==> config.mk <==
export PLATFORM = sky130hd
export DESIGN_NAME = id_exe_pipe_stage
export DESIGN_NICKNAME = d
export VERILOG_FILES = /design/src/rtl/id_exe_pipe_stage.sv
export SDC_FILE = /design/constraint.sdc
export NUM_CORES = 1
export LEC_CHECK = 0
export ABC_AREA = 0
export CORE_ASPECT_RATIO = 0.5
export CORE_UTILIZATION = 40
export DETAILED_ROUTE_END_ITERATION = 8
export PLACE_DENSITY_LB_ADDON = 0.08
export SYNTH_ARGS = -nofsm -noshare
export SYNTH_HDL_FRONTEND = slang
export SYNTH_SLANG_ARGS = --single-unit
==> constraint.sdc <==
create_clock -name clk -period 4.83 [get_ports clk]
set_input_delay 0.966 -clock clk [delete_from_list [all_inputs] [get_ports clk]]
set_output_delay 0.966 -clock clk [all_outputs]
set_load 0.03 [all_outputs]
==> src/rtl/id_exe_pipe_stage.sv <==
`timescale 1ns/1ps
`default_nettype none
// ---------------------------------------------------------------------------
// id_exe_pipe_stage : elastic ID/EX stage latch with skid entry, flush, freeze
// Revision 1.0
// ---------------------------------------------------------------------------
module id_exe_pipe_stage #(
  parameter int DATA_W = 64,
  parameter int CTRL_W = 6,
  parameter int SKID   = 1,
  parameter int CNT_W  = 16
) (
  input  logic              clk,
  input  logic              rst,
  input  logic              cpu_en,
  input  logic              flush,
  input  logic              in_valid,
  output logic              in_ready,
  input  logic [DATA_W-1:0] in_data,
  input  logic [CTRL_W-1:0] in_ctrl,
  output logic              out_valid,
  input  logic              out_ready,
  output logic [DATA_W-1:0] out_data,
  output logic [CTRL_W-1:0] out_ctrl,
  output logic [1:0]        occupancy,
  output logic [CNT_W-1:0]  bubble_cnt
);

  typedef enum logic [1:0] {
    ST_EMPTY = 2'd0,
    ST_HALF  = 2'd1,
    ST_FULL  = 2'd2
  } state_t;

  state_t              r_state;
  logic [DATA_W-1:0]   r_main_data;
  logic [CTRL_W-1:0]   r_main_ctrl;
  logic [DATA_W-1:0]   r_skid_data;
  logic [CTRL_W-1:0]   r_skid_ctrl;
  logic [CNT_W-1:0]    r_bubble_cnt;

  logic w_live;
  logic w_push;
  logic w_pop;

  assign w_live = cpu_en & ~flush & ~rst;

  // With the skid entry, in_ready depends only on registered state.
  generate
    if (SKID != 0) begin : g_skid
      assign in_ready = w_live & (r_state != ST_FULL);
    end else begin : g_noskid
      assign in_ready = w_live & ((r_state == ST_EMPTY) | out_ready);
    end
  endgenerate

  assign out_valid  = w_live & (r_state != ST_EMPTY);
  assign w_push     = in_valid & in_ready;
  assign w_pop      = out_valid & out_ready;
  assign out_data   = rst ? '0 : r_main_data;
  assign out_ctrl   = out_valid ? r_main_ctrl : '0;
  assign bubble_cnt = r_bubble_cnt;

  always_comb begin
    occupancy = 2'd0;
    if (!rst) begin
      case (r_state)
        ST_HALF: occupancy = 2'd1;
        ST_FULL: occupancy = 2'd2;
        default: occupancy = 2'd0;
      endcase
    end
  end

  always_ff @(posedge clk) begin
    if (rst) begin
      r_state     <= ST_EMPTY;
      r_main_data <= '0;
      r_main_ctrl <= '0;
      r_skid_data <= '0;
      r_skid_ctrl <= '0;
    end else if (flush) begin
      // Data is left in place; clearing control alone turns entries into NOPs.
      r_state     <= ST_EMPTY;
      r_main_ctrl <= '0;
      r_skid_ctrl <= '0;
    end else if (cpu_en) begin
      case (r_state)
        ST_EMPTY: begin
          if (w_push) begin
            r_state     <= ST_HALF;
            r_main_data <= in_data;
            r_main_ctrl <= in_ctrl;
          end
        end
        ST_HALF: begin
          if (w_push && !w_pop) begin
            if (SKID != 0) begin
              r_state     <= ST_FULL;
              r_skid_data <= in_data;
              r_skid_ctrl <= in_ctrl;
            end
          end else if (w_push && w_pop) begin
            r_main_data <= in_data;
            r_main_ctrl <= in_ctrl;
          end else if (w_pop) begin
            r_state <= ST_EMPTY;
          end
        end
        ST_FULL: begin
          if (w_pop) begin
            r_state     <= ST_HALF;
            r_main_data <= r_skid_data;
            r_main_ctrl <= r_skid_ctrl;
          end
        end
        default: r_state <= ST_EMPTY;
      endcase
    end
  end

  always_ff @(posedge clk) begin
    if (rst) begin
      r_bubble_cnt <= '0;
    end else if (cpu_en && out_ready && !out_valid && !(&r_bubble_cnt)) begin
      r_bubble_cnt <= r_bubble_cnt + 1'b1;
    end
  end

endmodule
`default_nettype wire

== Word-level counts from Yosys, hierarchy flattened ==
Index checks and enable logic that the tools add are counted.

* Register bits after elaboration: 158
* Output and inout bits: 90
* Word-level logic and storage cells: 62

* Add/subtract/negate cells: 1
* Equal/unequal tests: 9
* Muxes and demuxes: 20
* Bitwise operators: 8
* Reduce and logical (&&, ||, !) cells: 18

{| class="wikitable"
|+ Operator list
! cell !! number
|-
| $mux W64 || 5
|-
| $pmux W64 S3 || 1
|-
| $mux W6 || 5
|-
| $pmux W6 S3 || 1
|-
| $add A16 B1 Y16 const B || 1
|-
| $reduce_and A16 Y1 || 1
|-
| $mux W2 || 6
|-
| $ne A2 B2 Y1 const B || 5
|-
| $reduce_and A7 Y1 || 1
|-
| $and A1 B1 Y1 || 6
|-
| $ne A3 B3 Y1 const B || 2
|-
| $pmux W2 S3 || 1
|-
| $reduce_and A6 Y1 || 1
|-
| $logic_and A1 B1 Y1 || 5
|-
| $reduce_and A5 Y1 || 1
|-
| $pmux W2 S2 || 1
|-
| $reduce_and A4 Y1 || 1
|-
| $logic_not A1 Y1 || 3
|-
| $reduce_and A3 Y1 || 1
|-
| $reduce_bool A3 Y1 || 1
|-
| $eq A2 B1 Y1 const B || 1
|-
| $eq A2 B2 Y1 const B || 1
|-
| $logic_not A2 Y1 || 1
|-
| $not A1 Y1 || 2
|-
| other kinds (2) || 2
|}

== Depth between registers and ports, before layout ==
* Depth after elaboration: 9
* Mapped depth: 7
* Depth with buffers taken out: 5

== Least setup slack after synthesis ==
OpenSTA, ideal clock, no wires.

* Path kind: input port to output port
* Start: input port rst
* End: output port out_ctrl[0]
* Data arrival time: 2533 ps
* Data required time: 3864 ps
* Slack: 1331 ps
* Stages: 5
* Cell sequence: buf_4 -> nor3b_1 -> buf_2 -> nor2b_1 -> and2_1

* Longest elaborated chain between the ends: 4

{| class="wikitable"
|+ Ends and longest elaborated chain
! what !! line !! text
|-
| start, declared || 14 || <nowiki>input logic rst,</nowiki>
|-
| $not A1 Y1 || 46 || <nowiki>assign w_live = cpu_en & ~flush & ~rst;</nowiki>
|-
| $and A1 B1 Y1 || 46 ||
|-
| $and A1 B1 Y1 || 57 || <nowiki>assign out_valid = w_live & (r_state != ST_EMPTY);</nowiki>
|-
| via out_valid || 21 || <nowiki>output logic out_valid,</nowiki>
|-
| $mux W6 || 61 || <nowiki>assign out_ctrl = out_valid ? r_main_ctrl : '0;</nowiki>
|-
| end, declared || 24 || <nowiki>output logic [CTRL_W-1:0] out_ctrl,</nowiki>
|}

The timed path passes the listed nets, and every way through them passes these cells.

== Worst setup path in the final report ==
* Start: input port cpu_en
* End: output port out_ctrl[5]

* Longest elaborated chain between the ends: 4

{| class="wikitable"
|+ Ends and longest elaborated chain
! what !! line !! text
|-
| start, declared || 15 || <nowiki>input logic cpu_en,</nowiki>
|-
| $and A1 B1 Y1 (2 in a row) || 46 ||
|-
| $and A1 B1 Y1 || 57 ||
|-
| $mux W6 || 61 ||
|}

No other way between the ends.

==> impl_metrics.toml <==
[route]
vias_per_cell = 5.21
routed-via-count = 6349
drc = 0
totalWireLength_mm = 19.5
detail_route.first_pass.iterations = 4
wl_per_cell_um = 16.0
drt-initial-drc-count = 270
antenna_left = 0

[critical_path]
cp.required_ps = 3860
worst-setup-path-type = "in -> out"
worst-r2r-setup-slack_ps = 2330
rr_worst_depth = 4
critPathCaptureType = "primary output"
cp.buffers_inverters = 2
crit-reg2reg-launch = "r_state[0]$_SDFFE_PP0P_"
critical_path_top_delay_cell = "sky130_fd_sc_hd__clkdlybuf4s50_1"
critical-path-top-cell-by-count = "sky130_fd_sc_hd__clkdlybuf4s50_1"
critical_path.reg2reg.endpoint = "r_main_data[25]$_SDFFE_PP0P_"
crit_family = "buffers and inverters"
worstPathArrival_ps = 3070
critical_path_peak_fanout = 7
slowest_delay_ps = 710
ordered_cell_list_for_the_critical_path = "clkdlybuf4s50_1, nor3b_2, nor2b_1, and2_1, clkdlybuf4s50_1"
startpoint_type = "input pin"

[clock_tree]
cts_hold_buffers = 0
cts_made_buffers = 17
cts_root_buf = "sky130_fd_sc_hd__clkbuf_16"
cts_tree = "done"
clock_sink_count = 158
clockBufferDepth = 2
path_clk_slew_ps = 60
cts_htree_levels = 4
cts_setup_buffers = 0
post_cts_resized = 0
insertion_delay_of_the_later_clocked_pin_in_the_worst_skew_pair_ps = 420

[layout]
layout-drive-gt1-share_pct = 13.6
finalNetCount = 1026
finish.cell_count_without_fillers = 1219
multi_input_comb_area_sq_um = 4000
area_growth_syn_to_layout_pct = 31.3
n_fill_cell = 1677
antennaDiodeCount = 0
layout.area.seq_sq_um = 3160

[min_path]
timing.hold.worst.start = "r_skid_data[5]$_SDFFE_PP0P_"
timing.hold.worst_endpoint = "r_skid_data[5]$_SDFFE_PP0P_"
min-delay-path-class = "reg -> reg"
min_delay_path_depth = 2

[synth]
netlist_instances = 833
synth_flop_cell = "sky130_fd_sc_hd__dfxtp_1"
yosysWarnings = 0
synth_area_leader_cell = "sky130_fd_sc_hd__dfxtp_1"
most_frequently_used_cell_type_in_the_post_synthesis_netlist = "sky130_fd_sc_hd__dfxtp_1"
synth.yosys.seq_area_share_pct = 42.0
synthesis.area_per_instance_sq_um = 9.04
synthesis.nets = 910
netlist_top_cells_area = "sky130_fd_sc_hd__dfxtp_1 42%, sky130_fd_sc_hd__a211oi_2 12%, sky130_fd_sc_hd__a21oi_1 10%"
postSynthRegisterBits = 158
yosys-top-cells-count = "158 x sky130_fd_sc_hd__dfxtp_1, 153 x sky130_fd_sc_hd__a21oi_1, 147 x sky130_fd_sc_hd__nand2_1, 71 x sky130_fd_sc_hd__mux2i_1, 70 x sky130_fd_sc_hd__a211oi_2"
yosys.area.top_type_share_pct = 42.0
synth.lib_cells_used.distinct = 52
synth_enable_flop_cells = 0
async_reset_ff_share_pct = 0
cell_area_after_synthesis_sq_um = 7530

[power_and_ir_drop]
irDropWorstVdd_v = 0.000238
cellLeakagePower_nw = 3.59
power-per-cell-area_nw_per_um2 = 314

[placement]
hpwlAfterDp_mm = 11.7
dpl.cell_count = 1189
gpl_congestion = 0.794
placement.setup.worst_slack_ps = 764
port-buffer-count = 165

[timing]
setup_ws_ps = 794
crit_path_time_final_ps = 4040
tightestPinTransition_ps = 1000
maxClockFrequency_mhz = 248
final_hold_viols = 0
finalHoldWorstSlack_ps = 452
slew_headroom_pct = 32.6
final-max-slew-violation-count = 0
final_min_period_over_clock_period_pct = 83.6
finClkSkew_ps = 10.5
final-setup-viol-count = 0
tns_ps = 0
unrepaired_setup_endpoints_after_global_routing = "false"

[global_route]
grt_pass1_wl_mm = 31.2
largest_net_degree_at_the_start_of_global_routing = 114
grt_antenna_before_repair = 0
track_usage_pct = 20.1
grt_remaining_overflow = 0
number_of_global_route_vias_before_repair = 6115

[floorplanning]
chipWidth_um = 196
core_area_sq_um = 18400
ioPinCount = 166
die_outline_area_sq_um = 19400
initial_utilization_pct = 40.9
chipHeight_um = 99.0
placementRows = 35

[run]
max_cap_violations = 0

[outcome]
status = "finished clean"
-- worst max path at each step --
stage,to,cells after the start,from,slack [ps]
finish,out_ctrl[5],5,cpu_en,790
global route,out_ctrl[5],5,cpu_en,600
CTS,out_ctrl[5],5,cpu_en,770
detailed placement,out_ctrl[5],5,cpu_en,760
global placement,out_ctrl[5],5,cpu_en,840
floorplan,out_ctrl[0],5,rst,1330
-- state kept, by name (all words and copies together), names as in the netlist --
signal,count
r_main_ctrl,6
bubble_cnt,16
r_state,2
r_main_data,64
r_skid_ctrl,6
r_skid_data,64
-- final cells by class --
| cell class | instances | share of cell area [%] |
|---|---|---|
| Sequential cell | 158 | 32.0 |
| Timing Repair Buffer | 174 | 17.8 |
| Tap cell | 259 | 3.28 |
| Clock inverter | 9 | 1.61 |
| Clock buffer | 21 | 4.86 |
| Multi-Input combinational cell | 595 | 40.4 |
| Inverter | 3 | 0.114 |
-- cell usage in the layout (no fill, tap or decap), drive strengths merged, types with 6 or more instances in the layout --
cell type      Yosys  layout
a211oi            70      70
and2              12      12
buf               31       9
or4                6       6
mux2i             71      71
dfxtp            158     158
o21ai              8       8
clkbuf            45      22
nor2               7       7
a21oi            153     153
clkdlybuf4s50      0     164
nor2b             68      68
o31ai              6       6
nand2            147     147
nand3              8       8
-- stage by stage --
step	utilization (%)	power [W]	area [sq um]
floorplan	-	0.00155	7530
detailed placement	50.2	0.00168	9260
global placement	50.2	0.00168	9260
finish	53.7	0.00311	9890
CTS	53.7	0.00314	9890
global route	53.7	0.00322	9890
-- logic make-up after synthesis --
logic type,share of synthesized area (%)
simple gates,18.3
mux,9.88
xor+xnor,0.116
compound gates,24.3
flops,42.0
fa+ha+maj,0.166
buf+inv,5.31
-- worst reg2reg max path: stages (launching register included) --
cell and delay, ps:
sky130_fd_sc_hd__dfxtp_1 570, sky130_fd_sc_hd__nand2b_4 470, sky130_fd_sc_hd__buf_4 800, sky130_fd_sc_hd__mux2i_1 410, sky130_fd_sc_hd__a211oi_2 90
-- routing by layer --
metal	up-vias	GRT usage [%]	part of all wire (%)	routed length, um
li1	3144	-	-	-
met1	3082	27.3	49	9620
met2	107	33.3	47	9180
met3	16	3.66	2.9	562
met4	0	4.69	0.83	162
met5	-	0	0	0
-- power breakdown --
group	switching, W	internal [W]	leakage, nW
Combinational	0.000171	0.000137	2.01
Sequential	0.0000134	0.00133	1.28
Clock	0.000542	0.000917	0.299
Total	0.000727	0.00238	3.59
Power figures use the tool's default switching activity.
